File: src/rtl/sram_cmd_ctl.sv
// Command engine between the Wishbone bridge and the toy SRAM array: reads, byte-lane
// writes done as read-modify-write, a 1-deep holding register and a small control window.
module sram_cmd_ctl #(
   parameter int ADDR_W = 6,
   parameter int RD_LAT = 1
) (
   input  logic              clk,
   input  logic              rst,
   input  logic              cmd_val,
   input  logic [31:0]       cmd_adr,
   input  logic              cmd_we,
   input  logic [3:0]        cmd_sel,
   input  logic [31:0]       cmd_dat,
   output logic              rd_ack,
   output logic [31:0]       rd_dat,
   output logic              arr_rd_enb,
   output logic [ADDR_W-1:0] arr_rd_adr,
   input  logic [31:0]       arr_rd_dat,
   output logic              arr_wr_enb,
   output logic [ADDR_W-1:0] arr_wr_adr,
   output logic [31:0]       arr_wr_dat
);

   // state    | meaning
   // IDLE     | no operation in flight; may start held or new command
   // RD_WAIT  | array read issued, counting down read latency
   // RMW_WAIT | partial write: old word being read, counting down latency
   // RMW_WR   | merged word being written to the array
   typedef enum logic [1:0] {IDLE, RD_WAIT, RMW_WAIT, RMW_WR} state_t;

   localparam logic [2:0] LAT = 3'(RD_LAT);

   state_t            state;
   logic [2:0]        cnt;
   logic              prev_val;
   logic              ovf;
   logic [31:0]       scratch;
   logic [3:0]        w_sel;
   logic [31:0]       w_dat;

   logic              hold_full;
   logic              hold_ctl;
   logic              hold_idx;
   logic [ADDR_W-1:0] hold_wadr;
   logic              hold_we;
   logic [3:0]        hold_sel;
   logic [31:0]       hold_dat;

   logic              rise, idle, direct, drain, start, store, drop, ovf_clr;
   logic              s_ctl, s_idx, s_we;
   logic [ADDR_W-1:0] s_wadr;
   logic [3:0]        s_sel;
   logic [31:0]       s_dat;
   logic [31:0]       status_val;
   logic              unused_adr;

   function automatic logic [31:0] merge(input logic [3:0] sel, input logic [31:0] nd,
                                         input logic [31:0] od);
      logic [31:0] r;
      for (int i = 0; i < 4; i++)
         r[8*i +: 8] = sel[i] ? nd[8*i +: 8] : od[8*i +: 8];
      return r;
   endfunction

   assign rise    = cmd_val & ~prev_val;
   assign idle    = (state == IDLE);
   assign direct  = rise & idle & ~hold_full;
   assign drain   = idle & hold_full;
   assign start   = drain | direct;
   // A new command may take the slot the held command vacates in the same cycle
   assign store   = rise & ~direct & (~hold_full | drain);
   assign drop    = rise & hold_full & ~drain;

   assign s_ctl   = hold_full ? hold_ctl  : cmd_adr[27];
   assign s_idx   = hold_full ? hold_idx  : cmd_adr[2];
   assign s_wadr  = hold_full ? hold_wadr : cmd_adr[ADDR_W+1:2];
   assign s_we    = hold_full ? hold_we   : cmd_we;
   assign s_sel   = hold_full ? hold_sel  : cmd_sel;
   assign s_dat   = hold_full ? hold_dat  : cmd_dat;

   assign ovf_clr    = start & s_ctl & s_we & ~s_idx & s_sel[0] & s_dat[0];
   assign status_val = {29'd0, ~idle, hold_full, ovf};
   assign unused_adr = ^cmd_adr;

   always_ff @(posedge clk or negedge rst) begin
      if (!rst) begin
         state      <= IDLE;
         cnt        <= '0;
         prev_val   <= 1'b0;
         ovf        <= 1'b0;
         scratch    <= '0;
         w_sel      <= '0;
         w_dat      <= '0;
         hold_full  <= 1'b0;
         hold_ctl   <= 1'b0;
         hold_idx   <= 1'b0;
         hold_wadr  <= '0;
         hold_we    <= 1'b0;
         hold_sel   <= '0;
         hold_dat   <= '0;
         rd_ack     <= 1'b0;
         rd_dat     <= '0;
         arr_rd_enb <= 1'b0;
         arr_rd_adr <= '0;
         arr_wr_enb <= 1'b0;
         arr_wr_adr <= '0;
         arr_wr_dat <= '0;
      end else begin
         prev_val   <= cmd_val;
         rd_ack     <= 1'b0;
         arr_rd_enb <= 1'b0;
         arr_wr_enb <= 1'b0;

         // a drop beats a clear in the same cycle
         if (drop)
            ovf <= 1'b1;
         else if (ovf_clr)
            ovf <= 1'b0;

         if (store) begin
            hold_full <= 1'b1;
            hold_ctl  <= cmd_adr[27];
            hold_idx  <= cmd_adr[2];
            hold_wadr <= cmd_adr[ADDR_W+1:2];
            hold_we   <= cmd_we;
            hold_sel  <= cmd_sel;
            hold_dat  <= cmd_dat;
         end else if (drain) begin
            hold_full <= 1'b0;
         end

         case (state)
            IDLE: begin
               if (start) begin
                  if (s_ctl) begin
                     if (s_we) begin
                        if (s_idx) begin
                           for (int i = 0; i < 4; i++)
                              if (s_sel[i]) scratch[8*i +: 8] <= s_dat[8*i +: 8];
                        end
                     end else begin
                        rd_ack <= 1'b1;
                        rd_dat <= s_idx ? scratch : status_val;
                     end
                  end else if (!s_we) begin
                     arr_rd_enb <= 1'b1;
                     arr_rd_adr <= s_wadr;
                     cnt        <= LAT;
                     state      <= RD_WAIT;
                  end else if (s_sel == 4'hF) begin
                     arr_wr_enb <= 1'b1;
                     arr_wr_adr <= s_wadr;
                     arr_wr_dat <= s_dat;
                  end else if (s_sel != 4'h0) begin
                     arr_rd_enb <= 1'b1;
                     arr_rd_adr <= s_wadr;
                     w_sel      <= s_sel;
                     w_dat      <= s_dat;
                     cnt        <= LAT;
                     state      <= RMW_WAIT;
                  end
               end
            end
            RD_WAIT: begin
               if (cnt == 3'd0) begin
                  rd_dat <= arr_rd_dat;
                  rd_ack <= 1'b1;
                  state  <= IDLE;
               end else begin
                  cnt <= cnt - 3'd1;
               end
            end
            RMW_WAIT: begin
               if (cnt == 3'd0) begin
                  arr_wr_enb <= 1'b1;
                  arr_wr_adr <= arr_rd_adr;
                  arr_wr_dat <= merge(w_sel, w_dat, arr_rd_dat);
                  state      <= RMW_WR;
               end else begin
                  cnt <= cnt - 3'd1;
               end
            end
            RMW_WR: state <= IDLE;
            default: state <= IDLE;
         endcase
      end
   end

endmodule

File: config.mk
export PLATFORM = sky130hd
export DESIGN_NAME = sram_cmd_ctl
export DESIGN_NICKNAME = d
export VERILOG_FILES = /design/src/rtl/sram_cmd_ctl.sv
export SDC_FILE = /design/constraint.sdc
export NUM_CORES = 1
export LEC_CHECK = 0
export CORE_UTILIZATION = 40
export CTS_BUF_LIST = sky130_fd_sc_hd__clkbuf_8
export CTS_CLUSTER_SIZE = 10
export DETAILED_ROUTE_END_ITERATION = 8
export PLACE_DENSITY = 0.62
export SLEW_MARGIN = 10
export SYNTH_ARGS = -nofsm -noshare
export SYNTH_HDL_FRONTEND = slang
export SYNTH_SLANG_ARGS = --single-unit
File: constraint.sdc
create_clock -name clk -period 5.7 [get_ports clk]
set_input_delay 1.14 -clock clk [delete_from_list [all_inputs] [get_ports clk]]
set_output_delay 1.14 -clock clk [all_outputs]
set_load 0.01 [all_outputs]
==> metrics.txt, run 1 <==
outcome=finished clean; first-pass GRT wire length=35.6 mm; max_slew headroom=0.367; vias per cell=5.04; Sw Share=0.363; Pins Over Slew Limit=0; area leader, netlist=dfrtp_1; highest clock rate=279 MHz; Top FF cell, synth=dfrtp_1; Overflow after GRT=0; minimum clock period=3.58 ns; CP top delay family=multiplexers; Hold WC Path Type=flop to flop; Post-Synthesis Cells=803; FF-to-FF setup slack=2.43 ns; setup ws final=2.12 ns; Die H=156 um; Netlist Area Pre-Place=9500 um2; IO Pins=183; Reg power frac=0.391; CP max-delay cell=mux2_2; initial DRC count=296; Synth async-reset ratio=1.00; synthesized flop and latch total=199; clock insertion delay at the later pin of the skew report=0.47 ns; CTS tree=built; switching power=0.00228 W; Worst Reg2Reg Path Length in Cells=6; cell row count=56; port bufs=157; CTS Root Cell=clkbuf_8; dpl ws=1.57 ns; largest net degree at the start of global routing=99; Levels on crit path=5; arrival time worst endpoint=3.92 ns; power share of the clock group=0.151; leading cell type in the layout, fill and taps excluded=dfrtp_1; syn_nets=912; number of flops mapped to enable cells by yosys=0; total leakage power=4.92 nW; Gate power share=0.458; layout net count=1045; Crit. End Element=flop; Yosys cell types=50; Synth Warn #=0; Layout area overhead=23.2%; skew final=0.0268 ns; Final setup viols=0; routed via count=6379; # DRC=0; Pint=0.00400 W; Avg Cell Area, Syn=11.8 um2; critical path fanouts, max=36; Seq/Total Area, Yosys=0.524; Pre-antenna DRT Iters=5; routability cong.=0.737; worst vdd ir=223 uV; Min-Delay Path Depth=2; vias in the first global route=6416; Synth area leaders=dfrtp_1, mux2_2, mux2_1; fill count=2162; DR WL/cell=17.6 um; Sink Count=199; # diodes=0; Worst-Margin Slew=0.950 ns; Setup CP Type=primary input to flop; post_cts resized=0; Core ar.=23400 um2; Num CTS Buffers=17; CP Buf/Inv Count=1; initial antenna violation count=0; Die Span X=156 um; setup bufs post-CTS=0; CP dominant cell by count=mux2_2; CP Launch Type=primary input; H-Tree Depth=4; max-cap viol count=0; Req. time, crit path=6.04 ns; share of post-route cells with drive strength above 1=0.212; drt total wl=22.3 mm; CP max stage delay=0.78 ns; Max Root-Sink Buffers=2; worst-path cell chain=clkdlybuf4s50_1, mux2_2, nand3_2, nor2b_1, mux2_2; post-route setup TNS=0 ns; PwrDens=536 nW/um2; Fin. Hold Viols=0; Setup crit start=cmd_adr[2]; Initial Util=0.406; RSZ-0062 raised after global routing=false; RR Startpoint=hold_full; dpl hpwl=14.4 mm; part of the cycle the worst path needs=0.628; GRT Util Overall=0.194; Synth top area share=0.524; most frequent cells in the layout=dfrtp_1, clkdlybuf4s50_1, mux2_2; Routed Antenna Nets=0; Die ar.=24400 um2; Clk pin slew, worst setup/hold paths=0.10 ns; worst flop-to-flop path endpoint=scratch[16]; cts hold-fix bufs=0; critical path endpoint=scratch[16]; Finished Core Util=0.500; Final Power=0.00628 W
==> kinds of logic after synthesis <==
logic type / synth area share
mux: 0.279
flops: 0.524
simple gates: 0.0808
compound gates: 0.0743
buf+inv: 0.0340
fa+ha+maj: 0.00659
xor+xnor: 0.000923
==> registers in the layout (all words and copies together), names as in the netlist <==
signal      flops
hold_full       1
hold_we         1
hold_dat       32
prev_val        1
hold_sel        4
arr_wr_enb      1
cnt             3
scratch        32
hold_wadr       6
w_dat          32
rd_ack          1
arr_rd_enb      1
arr_rd_adr      6
ovf             1
arr_wr_dat     32
w_sel           4
arr_wr_adr      6
state           2
hold_ctl        1
rd_dat         32
==> worst register-to-register path: stages, from the launching register on <==
cell and delay [ns]:
dfrtp_2 0.75, buf_4 0.61, nand2_1 0.14, a21oi_2 0.26, nand3_2 0.23, nor2b_1 0.75, mux2_2 0.41
==> per-stage QoR <==
stage | hold slack (ns) | std cells | instance area (um2)
final | 0.484 | 1266 | 11700
after detailed placement | 0.470 | 1236 | 11300
after floorplan | 0.458 | 803 | 9500
after global routing | 0.513 | 1266 | 11700
after global placement | 0.464 | 1236 | 11300
after CTS | 0.492 | 1266 | 11700
==> Yosys cell counts, types with 2 or more instances <==
master	n
clkbuf_1	20
nand4_1	2
nor3_1	2
nand2b_1	5
o31ai_1	2
o21ai_1	6
inv_1	11
buf_2	15
nand2_1	71
ha_1	5
mux2i_1	46
buf_6	7
buf_4	2
buf_1	6
nand3b_1	2
nand3_4	2
mux2_1	47
mux2_2	146
nor2b_1	5
nor2_1	71
dfrtp_1	199
a21oi_1	68
o21ai_0	33
o2bb2ai_1	2
o211ai_1	3
==> power groups by stage <==
stage | Sequential (W) | Clock (W) | Combinational, W
global placement | 0.00247 | 0 | 0.00287
global route | 0.00254 | 0.00104 | 0.00317
finish | 0.00245 | 0.000949 | 0.00288
detailed placement | 0.00249 | 0 | 0.00292
floorplan | 0.00242 | 0 | 0.00192
CTS | 0.00246 | 0.000990 | 0.00292
==> worst min-delay path by stage <==
stage | from | endpoint | slack, ns
6_report | rd_dat[19] | rd_dat[19] | 0.48
5_1_grt | w_dat[11] | w_dat[11] | 0.51
4_1_cts | rd_dat[28] | rd_dat[28] | 0.49
3_5_place_dp | rd_dat[28] | rd_dat[28] | 0.47
3_3_place_gp | rd_dat[19] | rd_dat[19] | 0.46
2_1_floorplan | w_dat[10] | w_dat[10] | 0.46
==> layout make-up <==
type / instances / area (um2) / area share
flip-flops and latches: 199 / 4980 / 0.426
multi-input cells: 542 / 4220 / 0.360
inverters: 11 / 41.3 / 0.00353
repair buffers: 165 / 1650 / 0.141
clock buffers: 19 / 262 / 0.0224
clock inverters: 11 / 151 / 0.0129
well taps: 319 / 399 / 0.0341
==> routing by layer <==
metal	track usage	part of all wire	vias up
met5	0	0	-
li1	-	-	3071
met3	0.0283	0.028	9
met2	0.315	0.48	109
met1	0.269	0.48	3190
met4	0.0500	0.0069	0
(Power assumes the default switching activity.)
==> run 2, diff against run 1 <==
--- a/config.mk
+++ b/config.mk
@@ -9,7 +9,7 @@
 export CTS_BUF_LIST = sky130_fd_sc_hd__clkbuf_8
 export CTS_CLUSTER_SIZE = 10
 export DETAILED_ROUTE_END_ITERATION = 8
-export PLACE_DENSITY = 0.62
+export PLACE_DENSITY = 0.65
 export SLEW_MARGIN = 10
 export SYNTH_ARGS = -nofsm -noshare
 export SYNTH_HDL_FRONTEND = slang
==> constraint.sdc (replaced) <==
create_clock -name clk -period 2.9 [get_ports clk]
set_input_delay 0.58 -clock clk [delete_from_list [all_inputs] [get_ports clk]]
set_output_delay 0.58 -clock clk [all_outputs]
set_load 0.01 [all_outputs]
==> run 2 against run 1 <==
Net effect: sequential power is 96% higher; non-clock buffer count is 21 higher; clock power is 94% higher; clock skew is 0.0092 ns lower; worst hold slack worse by 0.39 ns; first-iteration DRC count is 13% lower; design area is 1.9% higher; critical path type is now flop to flop.
==> metrics.txt, run 2 (same netlist as run 1, synthesis figures left out) <==
Sink Count=199 (unchanged); port bufs=157 (unchanged); Crit. End Element=flop; fill count=2120 (-1.9%); initial DRC count=258 (-13%); minimum clock period=2.41 ns; largest net degree at the start of global routing=69 (-30%); # DRC=0 (unchanged); switching power=0.00457 W (+100%); Final setup viols=0 (unchanged); Worst-Margin Slew=0.612 ns (-0.338 ns); vias in the first global route=6516 (+1.6%); share of post-route cells with drive strength above 1=0.231 (+0.0187); Layout area overhead=25.6%; CTS Root Cell=clkbuf_8; Sw Share=0.367 (+0.00372); routed via count=6475 (+1.5%); Die Span X=156 um (unchanged); Die H=156 um (unchanged); vias per cell=5.02 (-0.31%); Pins Over Slew Limit=0 (unchanged); DR WL/cell=17.2 um (-2.4%); power share of the clock group=0.148 (-0.003); Hold WC Path Type=primary input to asynchronous set/reset pin; most frequent cells in the layout=dfrtp_1, clkdlybuf4s50_1, mux2_2; Overflow after GRT=0 (unchanged); # diodes=0 (unchanged); clock insertion delay at the later pin of the skew report=0.47 ns (about the same); Reg power frac=0.385 (-0.006); CP Launch Type=flop; Clk pin slew, worst setup/hold paths=0.10 ns (about the same); skew final=0.0176 ns (-0.00920 ns); post-route setup TNS=0 ns (unchanged); leading cell type in the layout, fill and taps excluded=dfrtp_1; total leakage power=5.02 nW (+2.2%); highest clock rate=414 MHz; IO Pins=183 (unchanged); Finished Core Util=0.510 (+0.00962); Max Root-Sink Buffers=2 (unchanged); max-cap viol count=0 (unchanged); first-pass GRT wire length=35.2 mm (-1.2%); worst vdd ir=468 uV (+110%); dpl hpwl=15.1 mm (+4.8%); GRT Util Overall=0.190 (-0.00348); max_slew headroom=0.592 (+0.225); critical path fanouts, max=10 (-72%); setup bufs post-CTS=0 (unchanged); routability cong.=0.752 (+2.1%); Core ar.=23400 um2 (unchanged); Fin. Hold Viols=0 (unchanged); post_cts resized=0 (unchanged); FF-to-FF setup slack=0.49 ns (-1.94 ns); Pre-antenna DRT Iters=4 (-1); Routed Antenna Nets=0 (unchanged); Req. time, crit path=3.25 ns (-2.79 ns); initial antenna violation count=0 (unchanged); Initial Util=0.406 (unchanged); Die ar.=24400 um2 (unchanged); outcome=finished clean; RSZ-0062 raised after global routing=false; Pint=0.00790 W (+98%); Gate power share=0.468 (+0.010); drt total wl=22.2 mm (-0.68%); CTS tree=built; layout net count=1066 (+2.0%); Setup CP Type=flop to flop; Num CTS Buffers=17 (unchanged); arrival time worst endpoint=2.76 ns (-1.16 ns); PwrDens=1050 nW/um2 (+95%); H-Tree Depth=4 (unchanged); part of the cycle the worst path needs=0.832; cts hold-fix bufs=0 (unchanged); cell row count=56 (unchanged)
[run 2: cell types whose count changed in the layout (fill, tap and decap cells not counted), sizes merged]
cell	change
clkbuf	-2
bufinv	-1
buf	+21
inv	+3
clkinv	-4
clkinvlp	+6
[run 2: stage by stage]
step           cell area [um2]  worst slack, ns  hold WS [ns]  cells  total power (W)
6_report                 11900            0.487        0.0969   1289           0.0125
5_1_grt                  11900            0.291         0.132   1289           0.0134
4_1_cts                  11900            0.475         0.120   1289           0.0126
3_5_place_dp             11500            0.192         0.469   1257           0.0108
3_3_place_gp             11500            0.180         0.461   1257           0.0106
2_1_floorplan             9500            0.880         0.284    803          0.00853
[run 2: power groups by stage]
| stage | clock network [W] | registers (W) | logic [W] |
|---|---|---|---|
| global placement | 0 | 0.00482 | 0.00580 |
| detailed placement | 0 | 0.00487 | 0.00590 |
| CTS | 0.00190 | 0.00481 | 0.00592 |
| floorplan | 0 | 0.00476 | 0.00377 |
| finish | 0.00184 | 0.00480 | 0.00583 |
| global route | 0.00200 | 0.00497 | 0.00641 |
[run 2: worst paths after layout]
path | to | cells after the start | start
setup / recovery | scratch[30] | 7 | state[1]
hold / removal | hold_dat[19] | 1 | rst
setup reg to reg | scratch[30] | 7 | state[1]
hold reg to reg | rd_dat[17] | 2 | rd_dat[17]
max in group asynchronous | arr_rd_adr[0] | 2 | rst
min in group clk | rd_dat[17] | 2 | rd_dat[17]
[run 2: final cells by class]
class / count / area (um2) / area share
Sequential cell: 199 / 4980 / 0.418
Timing Repair Buffer: 186 / 1880 / 0.158
Multi-Input combinational cell: 542 / 4220 / 0.354
Tap cell: 319 / 399 / 0.0335
Clock inverter: 15 / 171 / 0.0144
Inverter: 11 / 41.3 / 0.00346
Clock buffer: 17 / 234 / 0.0196
[run 2: worst max-delay path: stages, from the launching register on]
cell and delay, ns:
dfrtp_1 0.42, inv_1 0.14, ha_1 0.44, inv_1 0.17
a21oi_2 0.21, nand3_2 0.20, nor2_4 0.36, mux2_2 0.37
[run 2: layer usage]
metal | vias up | track usage | wire length [um] | part of all wire
li1 | 3119 | - | - | -
met1 | 3226 | 0.257 | 10700 | 0.48
met4 | 0 | 0.0392 | 155 | 0.0070
met2 | 117 | 0.317 | 10600 | 0.48
met5 | - | 0 | 0 | 0
met3 | 13 | 0.0353 | 696 | 0.031
